File: config.mk
export PLATFORM = sky130hd
export DESIGN_NAME = tone_player
export DESIGN_NICKNAME = d
export VERILOG_FILES = /design/src/rtl/tone_player.sv
export SDC_FILE = /design/constraint.sdc
export NUM_CORES = 1
export LEC_CHECK = 0
export BUFFER_PORTS_ARGS = -buffer_cell sky130_fd_sc_hd__buf_2
export CORE_MARGIN = 10
export CORE_UTILIZATION = 40
export DETAILED_ROUTE_END_ITERATION = 16
export PLACE_DENSITY = 0.64
export SLEW_MARGIN = 15
export SYNTH_ARGS = -nofsm -noshare
export SYNTH_HDL_FRONTEND = slang
export SYNTH_SLANG_ARGS = --single-unit
File: constraint.sdc
create_clock -name clk -period 14.5 [get_ports clk]
set_clock_uncertainty 0.1 [all_clocks]
set_input_delay 0.725 -clock clk [delete_from_list [all_inputs] [get_ports clk]]
set_output_delay 0.725 -clock clk [all_outputs]
set_load 0.02 [all_outputs]
File: src/rtl/tone_player.sv
// Square-wave note player: plays one note (period, duration, volume) at a time
// on a single-bit speaker, with volume encoded as duty cycle.
module tone_player #(
   parameter int CNT_W    = 20,
   parameter int VOL_W    = 3,
   parameter int DUR_W    = 16,
   parameter int TICK_DIV = 100000
) (
   input  logic             clk,
   input  logic             reset,
   input  logic             note_valid,
   output logic             note_ready,
   input  logic [CNT_W-1:0] note_period,
   input  logic [DUR_W-1:0] note_dur,
   input  logic [VOL_W-1:0] vol,
   output logic             speaker,
   output logic             busy,
   output logic             note_done
);

   localparam int PRE_W = (TICK_DIV > 1) ? $clog2(TICK_DIV) : 1;
   localparam logic [PRE_W-1:0] PRE_MAX  = PRE_W'(TICK_DIV - 1);
   localparam logic [VOL_W:0]   VOL_FULL = {1'b1, {VOL_W{1'b0}}};

   typedef enum logic {IDLE, PLAY} state_t;

   state_t           state;
   logic [CNT_W-1:0] period;
   logic [CNT_W-1:0] phase;
   logic [CNT_W-1:0] t_on;
   logic [DUR_W-1:0] remaining;
   logic [PRE_W-1:0] prescale;

   logic             phase_wrap;
   logic             tick_wrap;
   logic             last_cycle;
   logic [CNT_W-1:0] next_phase;
   logic [CNT_W-1:0] next_ton;
   logic [CNT_W-1:0] accept_ton;

   // High time for one period: vol = max gives half the period, each step down halves it again.
   function automatic logic [CNT_W-1:0] calc_ton(input logic [CNT_W-1:0] p,
                                                 input logic [VOL_W-1:0] v);
      logic [VOL_W:0] sh;
      sh = VOL_FULL - {1'b0, v};
      if (v == '0) return '0;
      return p >> sh;
   endfunction

   assign note_ready = (state == IDLE);
   assign accept_ton = calc_ton(note_period, vol);
   assign phase_wrap = (period < CNT_W'(2)) || (phase == period - CNT_W'(1));
   assign next_phase = phase_wrap ? '0 : phase + CNT_W'(1);
   assign next_ton   = phase_wrap ? calc_ton(period, vol) : t_on;
   assign tick_wrap  = (prescale == PRE_MAX);
   assign last_cycle = tick_wrap && (remaining == DUR_W'(1));

   // Speaker is computed one cycle ahead, so the value shown always matches the current phase.
   always_ff @(posedge clk) begin
      if (reset) begin
         state     <= IDLE;
         period    <= '0;
         phase     <= '0;
         t_on      <= '0;
         remaining <= '0;
         prescale  <= '0;
         speaker   <= 1'b0;
         busy      <= 1'b0;
         note_done <= 1'b0;
      end else begin
         note_done <= 1'b0;
         case (state)
            IDLE: begin
               if (note_valid) begin
                  period    <= note_period;
                  remaining <= note_dur;
                  phase     <= '0;
                  prescale  <= '0;
                  if (note_dur != '0) begin
                     state   <= PLAY;
                     busy    <= 1'b1;
                     t_on    <= accept_ton;
                     speaker <= (accept_ton != '0);
                  end else begin
                     note_done <= 1'b1;
                  end
               end
            end
            PLAY: begin
               if (last_cycle) begin
                  state     <= IDLE;
                  busy      <= 1'b0;
                  speaker   <= 1'b0;
                  note_done <= 1'b1;
                  phase     <= '0;
                  prescale  <= '0;
                  remaining <= '0;
                  t_on      <= '0;
               end else begin
                  phase    <= next_phase;
                  t_on     <= next_ton;
                  speaker  <= (next_ton != '0) && (next_phase < next_ton);
                  prescale <= tick_wrap ? '0 : prescale + PRE_W'(1);
                  if (tick_wrap) remaining <= remaining - DUR_W'(1);
               end
            end
            default: state <= IDLE;
         endcase
      end
   end

endmodule

## Yosys cells after proc, flatten, opt, wreduce, memory -nomap -nowiden

Index checks and enable logic that the tools add are counted.

- Add/sub/neg operators: 5
- Magnitude comparators: 2
- Equality and inequality tests: 7
- Shifts and indexed selects: 2
- Mux-type cells: 37
- Bitwise gates (word level): 1
- Reductions and logical operators: 11

Operators by type and width:

| cell | number |
|---|---|
| two-way mux 20 bit | 10 |
| one-hot mux 20 bit (2 select lines) | 2 |
| two-way mux 17 bit | 3 |
| two-way mux 16 bit | 3 |
| nonzero test 20 bit | 2 |
| right shift 20 x 4 -> 20 bit | 2 |
| one-hot mux 17 bit (2 select lines) | 1 |
| one-hot mux 16 bit (2 select lines) | 1 |
| adder 20 x 1 -> 20 bit (second input constant) | 1 |
| equality test 20 bit | 1 |
| < comparator 20 x 2 -> 1 bit (second input constant) | 1 |
| < comparator 20 bit | 1 |
| subtractor 20 x 1 -> 20 bit (second input constant) | 1 |
| adder 17 x 1 -> 17 bit (second input constant) | 1 |
| equality test 17 bit (second input constant) | 1 |
| equality test 16 x 1 -> 1 bit (second input constant) | 1 |
| nonzero test 16 bit | 1 |
| subtractor 16 x 1 -> 16 bit (second input constant) | 1 |
| two-way mux 1 bit | 13 |
| one-hot mux 1 bit (2 select lines) | 4 |
| AND reduction 2 bit | 3 |
| != test 2 x 1 -> 1 bit (second input constant) | 2 |
| subtractor 4 x 3 -> 4 bit (first input constant) | 1 |
| zero test 3 bit | 1 |
| other kinds (6) | 7 |

- Bits in registers: 97
- Bits of input ports: 42
- Output and inout port bits: 4
- Logic and storage cells: 74

## Longest topological paths before layout

- Depth after elaboration: 8
- Gate-level depth with buffers: 25
- Mapped depth without buffers: 20

## Worst setup path before layout

No wires, ideal clock.

- Path kind: input-to-reg
- Start: input port vol[0]
- End: register speaker
- Library setup time: 87 ps
- Arrival time: 5361 ps
- Data required time: 14313 ps
- Slack: 8952 ps
- Stages: 23
- Buffers on the path: 7
- Path through: buf_2 -> buf_2 -> buf_2 -> inv_1 -> ha_1 -> clkbuf_1 -> clkbuf_1 -> clkbuf_1 -> clkbuf_1 -> mux4_2 -> o21ai_0 -> a21oi_1 -> or2_1 -> ha_1 -> a21o_1 -> a21o_1 -> a21o_1 -> a21o_1 -> a21oi_1 -> nor2_1 -> a211oi_1 -> o211ai_1 -> o31ai_1

- Word-level cells in the longest chain between the ends: 8
- Elaborated cells on any way between the ends: 16
- Classes of those cells: add/sub (1); order compare (1); shift (2); mux (8); reduce/logical (4)

RTL lines:

| element | line | source |
|---|---|---|
| from (decl) | 15 | `input logic [VOL_W-1:0] vol,` |
| subtractor 4 x 3 -> 4 bit or zero test 3 bit (tied branches) | 45, 46 |  |
| right shift 20 x 4 -> 20 bit or two-way mux 1 bit (tied branches) | 47, 46 |  |
| two-way mux 20 bit | 47 | `return p >> sh;` |
| two-way mux 20 bit | 54 | `assign next_ton = phase_wrap ? calc_ton(period, vol) : t_on;` |
| < comparator 20 bit or nonzero test 20 bit (tied branches) | 102 | `speaker <= (next_ton != '0) && (next_phase < next_ton);` |
| logical AND 1 bit | 102 |  |
| two-way mux 1 bit | 90 | `if (last_cycle) begin` |
| one-hot mux 1 bit (2 select lines) (*) | 72 | `case (state)` |
| to (signal assigned) | 83 | `speaker <= (accept_ton != '0);` |
| to (signal assigned) | 102 |  |
| to (decl) | 16 | `output logic speaker,` |

Every way passes the cells marked *; elsewhere a longest branch is shown, timed or not. The select of a mux whose other input is x is not followed.
A chain may end at the register's enable or synchronous reset.

## Worst setup path in the final report

Ends and elaborated chain as after synthesis.

==> summary.md <==
| Metric | Value |
|---|---|
| CP most frequent cell | a21o_1 |
| Crit-path slowest cell | ha_1 |
| CP endpoint kind | flop |
| Setup Fix Bufs, Post-CTS | 0 |
| Die Y | 162.4 um |
| CTS Buf Count | 9 |
| Post-cts resize count | 0 |
| Pleak | roughly 3.4 nW |
| CP delay by family, top | compound AO/OA/AOI/OAI gates |
| I/O pin cnt | between 40 and 50 |
| Number of flops mapped to enable cells by yosys | 0 |
| N_diodes | 0 |
| Setup TNS | 0 ns |
| Antenna violations before repair | 0 |
| GRT overflow | 0 |
| Sw Ratio | 37.19% |
| Clock transition at path regs | roughly 0.07 ns |
| Status | complete, no violations |
| Sequential share of power | a little under two fifths |
| Placeable Area | 0.02010 sq mm |
| Worst path max stage delay | 0.88 ns |
| Logic pwr share | about a third |
| Detailed Route WL | 27.18 mm |
| Full die area | approximately 0.026 sq mm |
| GR peak layer | met2 |
| CTS tree | yes |
| Minimum clock period | 5.466 ns |
| Layout cells sized above 1 | 9.622% |
| Vias in the first global route | 7,704 |
| Startpoint types | primary input |
| Critical Path AT | 5.63 ns |
| Max clock buf depth | 2 |
| Area of the multi-input gates | ~0.0057 sq mm |
| P_sw | 0.3004 mW |
| Final-report hold violation count | 0 |
| Max_slew headroom | 26.91% |
| Met3 Track Usage GR | 3.185% |
| CP max FO | 56 |
| Peak VDD IR | 0.05307 mV |
| Netlist Area Pre-Place | 0.008110 sq mm |
| Site Rows | 52 |
| Post-route ant nets | 0 |
| Final setup fails | 0 |
| HP Class | flop to flop |
| Synth Area in Compound Gates | around 25% |
| Most used DFF post-synth | dfxtp_1 |
| Net Count, Synth | 1,197 |
| Hold-fix buffers, CTS | 0 |
| Die span in x | around 160 um |
| Input/output buffers | 45 |
| Warnings, synthesis | 0 |
| Post-synthesis xor/xnor area fraction | between 4 and 5% |
| First-pass GRT wire length | 42.77 mm |
| Htree depth | 3 |
| Wire per inst | between 15 and 20 um |
| Clk sinks | 97 |
| Syn Area/Cell | approximately 7.2 sq um |
| Synth cell types | 76 |
| Crit-path cells | buf_2 -> buf_4 -> inv_1 -> ha_1 -> ha_1 -> inv_1 -> mux4_2 -> o21ai_0 -> a21oi_1 -> or2_1 -> ha_1 -> a21o_1 -> a21o_1 -> a21o_1 -> a21o_1 -> a21oi_1 -> nor2_1 -> a211oi_1 -> o211ai_1 -> o31ai_1 |
| WP data required | approximately 15 ns |
| Initial DRC count | 871 |
| Fmax | approximately 180 MHz |
| Root Driver | clkbuf_16 |
| Multiplexer share of the synthesized area | 9.071% |
| Worst-Margin Slew | 1.092 ns |
| Met2 GRT Util | 31.19% |
| Drc violations | 0 |
| Filler cell count in the final layout | 2,068 |
| WP buf/inv | 4 |
| Pre-Repair DR Iteration Count | 6 |
| Area delta synth->final | 7.143% |
| Largest net degree at the start of global routing | 75 |
| Final Hold Slack | 0.3749 ns |
| RSZ-0062 raised after global routing | no |
| Synth Area in Simple Gates | 27.49% |
| Initial Util | 40.34% |
| Total track usage | between 15 and 20% |
| Met1 GRT Util | between 20% and 30% |
| Final Wtd Congestion | 0.9783 |
| Internal power | 0.5072 mW |
| Async set-reset flop share out of synthesis | 0% |
| Power Density | 92.93 mW/mm^2 |
| Crit Path Category | primary input to flop |
| Fin nets | 1,175 |
| Clock power share | 29.4% |
| Combinational family with the most area after synthesis | simple AND/OR/NAND/NOR gates |
| FF+latch count, synth | 97 |
| Vias per cell | 6.101 |
| Max-Cap Viols | 0 |
| Sequential element share of the synthesized area | 23.94% |
| Fraction of the mapped netlist area in adder cells | roughly 4% |
| DR vias | between 8,000 and 9,000 |
| Mapped Cells | 1,129 |
| Fin. max-slew vios | 0 |
| Register area | 0.001942 sq mm |
| HPWL Detailed | 20.15 mm |
| Worst-skew pair later-pin latency | 0.35 ns |
| Final Cycle Share | 37.69% |
-- per-layer routing --
metal | share of wire [%] | vias up | wire, um
met5 | 0 | - | 0
met4 | 2.8 | 0 | 766
met3 | 7.6 | 48 | 2073
met2 | 45 | 351 | 12200
met1 | 45 | 3966 | 12150
li1 | - | 4067 | -
-- cells in the mapped netlist, types with 18 or more instances --
master / count / area [sq um]
a21oi_1: 113 / 565.5
inv_1: 28 / 105.1
o22ai_1: 21 / 131.4
nor4_1: 33 / 206.5
nand2_1: 128 / 480.5
nor3_1: 35 / 175.2
o21ai_0: 44 / 220.2
nand3_1: 18 / 90.09
clkbuf_1: 68 / 255.2
xnor2_1: 22 / 192.7
mux2i_1: 51 / 510.5
dfxtp_1: 97 / 1942
ha_1: 26 / 325.3
nor2_1: 154 / 578.1
-- cell usage in the layout (no fill, tap or decap), drive strengths merged, types with 5 or more instances in the layout --
| master | instances |
|---|---|
| nand3 | 19 |
| o22a | 6 |
| nor4 | 34 |
| a31oi | 9 |
| o22ai | 21 |
| a21oi | 113 |
| nand2 | 129 |
| clkbuf | 12 |
| a221o | 6 |
| nand4 | 16 |
| nand2b | 14 |
| inv | 31 |
| mux2i | 51 |
| o32ai | 10 |
| a21o | 9 |
| and2 | 9 |
| xnor2 | 22 |
| dfxtp | 97 |
| nor2b | 10 |
| o211ai | 6 |
| and3 | 16 |
| a311oi | 7 |
| buf | 59 |
| nor2 | 154 |
| or3 | 9 |
| a211o | 10 |
| o21a | 6 |
| xor2 | 17 |
| a211oi | 13 |
| nor3 | 35 |
| or2 | 5 |
| o21ai | 49 |
| o31ai | 5 |
| ha | 26 |
| a22oi | 10 |
| mux2 | 12 |
-- per-stage QoR --
stage / utilization, % / std cells / setup WS (ns) / total power [mW] / area, sq um
after floorplan: - / 1129 / 8.952 / 0.4971 / 8110
after global routing: 43.22 / 1382 / 8.719 / 0.8518 / 8690
after CTS: 43.22 / 1382 / 9.099 / 0.8090 / 8690
after detailed placement: 41.79 / 1366 / 8.739 / 0.5697 / 8402
after global placement: 41.79 / 1366 / 8.853 / 0.5686 / 8402
final: 43.22 / 1382 / 9.034 / 0.8076 / 8690
-- registers in the layout, indices dropped and copies added, names as in the netlist --
name / count
period: 20
state: 1
phase: 20
remaining: 16
note_done: 1
speaker: 1
busy: 1
t_on: 20
prescale: 17
-- worst register-to-register path: cells and delay by family (launching register included) --
kind,cells,cell delay (ns)
adders and majority gates,1,0.34
DFF,1,0.44
and+or+nand+nor,6,1.63
AOI/OAI and AO/OA,11,2.37
-- kinds of logic after synthesis --
family,Yosys count
flops,97
xor+xnor,39
fa+ha+maj,26
simple gates,468
buf+inv,121
compound gates,311
mux,67
-- area by class of cell --
type | count | area share (%)
clock buffers | 12 | 2.952
clock inverters | 4 | 0.3600
inverters | 29 | 1.253
multi-input cells | 911 | 65.37
flip-flops and latches | 97 | 22.35
well taps | 270 | 3.888
repair buffers | 59 | 3.830
-- power groups by stage --
stage / clock, mW / sequential, mW / combinational [mW]
after floorplan: 0 / 0.297 / 0.200
after global placement: 0 / 0.307 / 0.262
after detailed placement: 0 / 0.307 / 0.263
after CTS: 0.244 / 0.301 / 0.264
after global routing: 0.255 / 0.304 / 0.294
final: 0.237 / 0.302 / 0.268
-- worst paths after layout --
kind | start | endpoint | slack (ns) | cells after the start
setup / recovery | vol[0] | speaker$_SDFFE_PP0P_ | 9.03 | 20
hold / removal | remaining[4]$_SDFFE_PP0P_ | remaining[4]$_SDFFE_PP0P_ | 0.37 | 2
setup reg to reg | period[2]$_SDFFE_PP0P_ | speaker$_SDFFE_PP0P_ | 9.53 | 18
hold reg to reg | remaining[4]$_SDFFE_PP0P_ | remaining[4]$_SDFFE_PP0P_ | 0.37 | 2
No activity file was read; power rests on OpenSTA's default activity.
